**src/rtl/fnd_scan_ctrl.sv**
```systemverilog
// Time-multiplexed scan controller for a common-anode 7-segment display sharing one decoder.
// New values are staged in a pending register and swapped in only at frame boundaries.
module fnd_scan_ctrl #(
    parameter int DIGITS    = 4,
    parameter int SCAN_DIV  = 50000,
    parameter int BLANK_CYC = 16
) (
    input  logic                  clk,
    input  logic                  rst,
    input  logic [4*DIGITS-1:0]   value_in,
    input  logic                  value_load,
    input  logic [DIGITS-1:0]     dp_in,
    input  logic                  lz_blank,
    output logic [3:0]            digit_nibble,
    output logic [DIGITS-1:0]     digit_en,
    output logic                  dp_out,
    output logic                  frame_done,
    output logic                  load_ack
);

    localparam int CW = $clog2(SCAN_DIV);
    localparam int IW = $clog2(DIGITS);
    localparam logic [CW-1:0] CNT_ZERO = CW'(32'd0);
    localparam logic [CW-1:0] CNT_ONE  = CW'(32'd1);
    localparam logic [CW-1:0] CNT_LAST = CW'(SCAN_DIV - 1);
    localparam logic [CW-1:0] CNT_SHOW = CW'(BLANK_CYC);
    localparam logic [IW-1:0] IDX_ZERO = IW'(32'd0);
    localparam logic [IW-1:0] IDX_ONE  = IW'(32'd1);
    localparam logic [IW-1:0] IDX_LAST = IW'(DIGITS - 1);

    typedef enum logic [0:0] {
        ST_BLANK = 1'b0,
        ST_SHOW  = 1'b1
    } state_t;

    state_t                 state_r;
    logic [CW-1:0]          cnt_r;
    logic [IW-1:0]          idx_r;
    logic [4*DIGITS-1:0]    disp_r;
    logic [DIGITS-1:0]      dispdp_r;
    logic [4*DIGITS-1:0]    pend_r;
    logic [DIGITS-1:0]      penddp_r;
    logic                   pend_v_r;

    state_t                 state_nxt_s;
    logic                   slot_end_s;
    logic                   frame_end_s;
    logic [CW-1:0]          cnt_nxt_s;
    logic [IW-1:0]          idx_nxt_s;
    logic [4*DIGITS-1:0]    disp_nxt_s;
    logic [DIGITS-1:0]      dispdp_nxt_s;
    logic [DIGITS-1:0]      zero_above_s;
    logic                   zero_acc_s;
    logic                   suppress_s;
    logic                   lit_s;
    logic [DIGITS-1:0]      en_nxt_s;

    // Next counter, digit index, slot phase and display contents.
    always_comb begin
        slot_end_s  = (cnt_r == CNT_LAST);
        frame_end_s = slot_end_s && (idx_r == IDX_LAST);

        if (slot_end_s) begin
            cnt_nxt_s = CNT_ZERO;
            if (idx_r == IDX_LAST) begin
                idx_nxt_s = IDX_ZERO;
            end else begin
                idx_nxt_s = idx_r + IDX_ONE;
            end
        end else begin
            cnt_nxt_s = cnt_r + CNT_ONE;
            idx_nxt_s = idx_r;
        end

        // A strobe in the frame-end cycle bypasses the pending register.
        if (frame_end_s && value_load) begin
            disp_nxt_s   = value_in;
            dispdp_nxt_s = dp_in;
        end else if (frame_end_s && pend_v_r) begin
            disp_nxt_s   = pend_r;
            dispdp_nxt_s = penddp_r;
        end else begin
            disp_nxt_s   = disp_r;
            dispdp_nxt_s = dispdp_r;
        end

        case (state_r)
            ST_BLANK: state_nxt_s = (cnt_nxt_s == CNT_SHOW) ? ST_SHOW : ST_BLANK;
            ST_SHOW:  state_nxt_s = (cnt_nxt_s == CNT_ZERO) ? ST_BLANK : ST_SHOW;
            default:  state_nxt_s = ST_BLANK;
        endcase
    end

    // Leading-zero detection and the enable pattern for the upcoming cycle.
    always_comb begin
        zero_acc_s   = 1'b1;
        zero_above_s = {DIGITS{1'b0}};
        for (int i = DIGITS - 1; i >= 0; i--) begin
            zero_acc_s      = zero_acc_s && (disp_nxt_s[4*i +: 4] == 4'h0);
            zero_above_s[i] = zero_acc_s;
        end

        suppress_s = lz_blank && (idx_nxt_s != IDX_ZERO) &&
                     zero_above_s[idx_nxt_s] && !dispdp_nxt_s[idx_nxt_s];
        lit_s      = (state_nxt_s == ST_SHOW) && !suppress_s;

        en_nxt_s = {DIGITS{1'b1}};
        if (lit_s) begin
            en_nxt_s[idx_nxt_s] = 1'b0;
        end else begin
            en_nxt_s = {DIGITS{1'b1}};
        end
    end

    // Scan state, load staging and registered outputs.
    always_ff @(posedge clk) begin
        if (rst) begin
            state_r      <= ST_BLANK;
            cnt_r        <= CNT_ZERO;
            idx_r        <= IDX_ZERO;
            disp_r       <= {(4*DIGITS){1'b0}};
            dispdp_r     <= {DIGITS{1'b0}};
            pend_r       <= {(4*DIGITS){1'b0}};
            penddp_r     <= {DIGITS{1'b0}};
            pend_v_r     <= 1'b0;
            digit_nibble <= 4'h0;
            digit_en     <= {DIGITS{1'b1}};
            dp_out       <= 1'b1;
            frame_done   <= 1'b0;
            load_ack     <= 1'b0;
        end else begin
            state_r  <= state_nxt_s;
            cnt_r    <= cnt_nxt_s;
            idx_r    <= idx_nxt_s;
            disp_r   <= disp_nxt_s;
            dispdp_r <= dispdp_nxt_s;

            if (frame_end_s) begin
                pend_v_r <= 1'b0;
            end else if (value_load) begin
                pend_r   <= value_in;
                penddp_r <= dp_in;
                pend_v_r <= 1'b1;
            end else begin
                pend_v_r <= pend_v_r;
            end

            digit_nibble <= disp_nxt_s[{idx_nxt_s, 2'b00} +: 4];
            digit_en     <= en_nxt_s;
            dp_out       <= lit_s ? ~dispdp_nxt_s[idx_nxt_s] : 1'b1;
            frame_done   <= frame_end_s;
            load_ack     <= frame_end_s && (pend_v_r || value_load);
        end
    end

endmodule

```
**config.mk**
```make
export PLATFORM = sky130hd
export DESIGN_NAME = fnd_scan_ctrl
export DESIGN_NICKNAME = d
export VERILOG_FILES = /design/src/rtl/fnd_scan_ctrl.sv
export SDC_FILE = /design/constraint.sdc
export NUM_CORES = 1
export LEC_CHECK = 0
export CORE_UTILIZATION = 56
export DETAILED_ROUTE_END_ITERATION = 8
export GPL_TIMING_DRIVEN = 0
export PLACE_DENSITY = 0.77
export SETUP_SLACK_MARGIN = 0.15
export SYNTH_ARGS = -nofsm -noshare
export SYNTH_HDL_FRONTEND = slang
export SYNTH_SLANG_ARGS = --single-unit
export TNS_END_PERCENT = 5
```
**constraint.sdc**
```tcl
create_clock -name clk -period 3.95 [get_ports clk]
set_input_delay 0.79 -clock clk [delete_from_list [all_inputs] [get_ports clk]]
set_output_delay 0.79 -clock clk [all_outputs]
set_load 0.02 [all_outputs]
```
---- Word-level counts from Yosys, hierarchy flattened ----
Cells that the tools add are included.
storage, ports and cells
  register bits after elaboration ......... 71
operators by class
  $add $sub $neg .......................... 2
  magnitude comparators ................... 2
  eq/ne operators ......................... 3
  shift-type cells ........................ 1
  muxes and demuxes ....................... 16
  bitwise gates (word level) .............. 5
  reduce and logical (&&, ||, !) cells .... 24
operators by type and width
  kind                                                 count
  2-to-1 mux 16 bit                                    3
  adder 16 x 1 -> 16 bit, second input constant        1
  == test 16 bit, second input constant                1
  == test 16 x 5 -> 1 bit, second input constant       1
  zero test 16 bit                                     1
  zero test 4 bit                                      4
  variable part select 16 x 5 -> 4 bit                 1
  logical AND 1 bit                                    12
  2-to-1 mux 4 bit                                     2
  2-to-1 mux 1 bit                                     5
  binary-select mux 1 bit (select 2 bit)               2
  2-to-1 mux 2 bit                                     2
  NOT 1 bit                                            4
  NOT 4 bit                                            1
  OR reduction 2 bit                                   2
  < comparator 2 x 3 -> 1 bit, second input constant   1
  adder 2 x 1 -> 2 bit, second input constant          1
  demux 1 bit (select 2 bit)                           1
  == test 2 bit, second input constant                 1
  >= comparator 2 x 1 -> 1 bit, second input constant  1
  zero test 1 bit                                      2
  case mux 1 bit (2 select lines)                      1
  AND reduction 2 bit                                  1
  nonzero test 2 bit                                   1
  logical OR 1 bit                                     1

---- Longest topological paths before layout ----
  depth in word-level cells ............... 17
  gate-level depth with buffers ........... 11

---- Worst setup path before layout ----
Ideal clock, no wire load.
  path type ............................... reg2reg
  start ................................... register cnt_r[10]
  end ..................................... register digit_en[1]
  arrival ................................. 2.854 ns
  required time ........................... 3.877 ns
  slack ................................... 1.023 ns
  cell stages (with the launch flop) ...... 12
  buffers on the path ..................... 3
  period minus slack after synthesis ...... 2.927 ns
  path through ............................ dfxtp_1 > buf_6 > or4b_4 > or4_4 > buf_6 > mux2_4 > buf_6 > nand2_2 > o22a_2 > nand3_2 > or3_4 > o211ai_2
on the way
  longest elaborated chain between the ends .. 17
  elaborated cells on any way between the ends .. 42
  classes of those cells .................. add/sub (1); order compare (2); eq/ne (2); mux (15); bitwise (2); reduce/logical (20)
RTL lines
  element                                                          line  source
  start, declared                                                  37    logic [CW-1:0] cnt_r;
  start signal, assigned                                           133   cnt_r <= cnt_nxt_s;
  branches (longest 17 deep; another with adder 16 x 1 -> 16 bit)  n/a
  end signal, assigned                                             127   digit_en <= {DIGITS{1'b1}};
  end signal, assigned                                             149   digit_en <= en_nxt_s;
  end, declared                                                    15    output logic [DIGITS-1:0] digit_en,
Parallel ways; which one is timed is not known. The select of a mux whose other input is x is not followed.
A chain may end at the register's enable or synchronous reset.

---- Worst setup path in the final report ----
  start ................................... register cnt_r[8]
  end ..................................... register digit_en[1]
The elaborated chain is that of the path after synthesis.

==> flow_summary.toml <==
[power_and_ir_drop]
peakVddDrop_uv = 222
leakagePower_uw = 0.00152
report.power.total_uw = 1340
power_density_mw_per_mm2 = 333

[route]
dr.pass1.iters = 5
drc = 0
wl_um = 8350
vias_per_cell = 5.72
drtIter0Drc = 211
vias = 3087
wl_per_cell_um = 15.5
ant_nets = 0

[cts]
cts_tree = "built"
htree_num_levels = 3
root_buffer = "clkbuf_8"
clk_pin_slew_ns = 0.07
cts_setup_buffers = 0
numCtsBuffers = 9
cts_resized = 0
cts.path.max_buffers = 2
postCtsHoldBufs = 0
clkLatencyLatePin_ns = 0.34
cts_sinks = 71

[sta]
fin_setup_tns_ns = 0
fin_crit_ns = 3.53
hold_viol_final = 0
tightest_slew_ns = 0.645
fin_crit_sh = 0.893
slew_headroom = 0.570
setup_violations = 0
fin_skew_ns = 0.00635
drv_slew = 0
grt_setup_unrepaired = "false"
fmax_mhz = 284

[global_route]
grt_max_degree = 11
top_usage_layer = "met2"
grt_overflow = 0
grt_usage = 0.274
grt_pass1_vias = 2813
grt_pass1_wl_um = 13300
grt_util_met3 = 0.0648
antenna_found_initial = 0
grt_use_met1 = 0.362
grt_use_met2 = 0.431

[logic_synthesis]
syn_area_mm2 = 0.00343
async_reset_ff_frac = 0
synth_nets = 443
netlist_instances = 416
ys.warnings.count = 0
synth-edff-count = 0
synthDistinctLibCells = 58
synth_flop_cell = "dfxtp_1"
synth.avg_cell_area_um2 = 8.24
synth_seq_cells = 71
ys_seq_area_frac = 0.415

[critical_path]
crit_chain = "buf_2 > or4bb_4 > nor4_4 > nand2_1 > clkbuf_1 > o22a_1 > o21ai_0 > nand4_1 > or3_4 > o211ai_2"
end_kind = "register"
r2r_cells = 10
crit_type = "register to register"
critPathSlowestCell = "or4bb_4"
crit_arrival_ns = 3.80
startpoint_type = "register"
critPathMaxFanout = 10
cp_data_required_time_ns = 4.22
max_stage_delay_ns = 0.60

[placement]
place_hpwl_um = 6070
gp_congestion = 0.860
io_buffers = 34

[final_layout]
nets = 488
area_growth_syn_to_layout_pct = 17.3
num-fill-cells = 501
drive_above_1_share = 0.0860
layout_common_cells = "nand2_1 (71), dfxtp_1 (71), nor2_1 (58)"
antenna_cells = 0

[die]
row_count = 28
core_mm2 = 0.00592
dieArea_mm2 = 0.00644
initial_utilization = 0.579
die_w_um = 80.2
die_y_um = 80.2
io_pins = 35

[worst_hold_path]
hold_class = "register to register"
hold_depth = 2

[status]
status = "complete, no violations"

[job]
cap_violations = 0
-- where the power goes --
| group | internal, uW | switching (uW) |
|---|---|---|
| clock network | 242 | 262 |
| registers | 730 | 10.3 |
| logic | 42.6 | 52.2 |
-- cell type report --
class,count,area (um2),share of cell area
multi-input cells,309,1830,0.455
plain buffers,27,144,0.0358
well taps,75,93.8,0.0233
flip-flops and latches,71,1420,0.354
inverters,9,33.8,0.00840
clock inverters,1,5.00,0.00124
clock buffers,14,153,0.0380
repair buffers,34,340,0.0847
-- flip-flops by register name, indices dropped and copies added (netlist names), 2 cells and up --
signal / flops
cnt_r: 16
digit_en: 4
digit_nibble: 4
disp_r: 16
dispdp_r: 4
idx_r: 2
pend_r: 16
penddp_r: 4
-- through the flow --
| stage | area (um2) | worst slack, ns | util | cells | hold WS [ns] |
|---|---|---|---|---|---|
| 4_1_cts | 4020 | 0.464 | 0.679 | 540 | 0.458 |
| 3_5_place_dp | 3860 | 0.387 | 0.652 | 525 | 0.448 |
| 5_1_grt | 4020 | 0.282 | 0.679 | 540 | 0.473 |
| 3_3_place_gp | 3860 | 0.386 | 0.652 | 525 | 0.442 |
| 6_report | 4020 | 0.424 | 0.679 | 540 | 0.459 |
| 2_1_floorplan | 3430 | 1.02 | - | 416 | 0.436 |
-- worst max-delay path: cells and delay by family (launching register included) --
kind / cells / cell delay, ns
AND/OR/NAND/NOR: 5 / 1.99
buffers and inverters: 2 / 0.54
AO/OA/AOI/OAI: 3 / 0.62
flip-flops: 1 / 0.31
-- cells in the mapped netlist (7+ instances only) --
cell type  number  area share
a21oi_1        25       0.036
o21ai_0        18       0.026
clkbuf_1       16       0.018
nand3_1        11       0.016
xor2_1         10       0.026
inv_1           9      0.0099
nor2b_1         7       0.013
dfxtp_1        71        0.41
o22a_1         16       0.041
nor2_1         58       0.064
a31oi_1         8       0.015
nand2_1        71       0.078
nand4_1        10       0.018
-- logic make-up after synthesis --
family | share of synthesized area
AO/OA/AOI/OAI | 0.180
adder cells (fa/ha/maj) | 0.0110
buffers and inverters | 0.0518
AND/OR/NAND/NOR | 0.265
XOR/XNOR | 0.0409
flip-flops | 0.415
multiplexers | 0.0361
-- metal layers --
| metal | wire length, um | vias to the layer above | part of all wire |
|---|---|---|---|
| met5 | 0 | - | 0 |
| met4 | 128 | 0 | 0.015 |
| met2 | 3850 | 84 | 0.46 |
| met3 | 500 | 12 | 0.060 |
| li1 | - | 1529 | - |
| met1 | 3860 | 1462 | 0.46 |
-- path summary, 6_finish.rpt --
check             from          end  slack, ns
max           cnt_r[8]  digit_en[1]       0.42
min          pend_r[1]    pend_r[1]       0.46
min reg2reg  pend_r[1]    pend_r[1]       0.46
max reg2reg   cnt_r[8]  digit_en[1]       0.42
(Power assumes the default switching activity.)
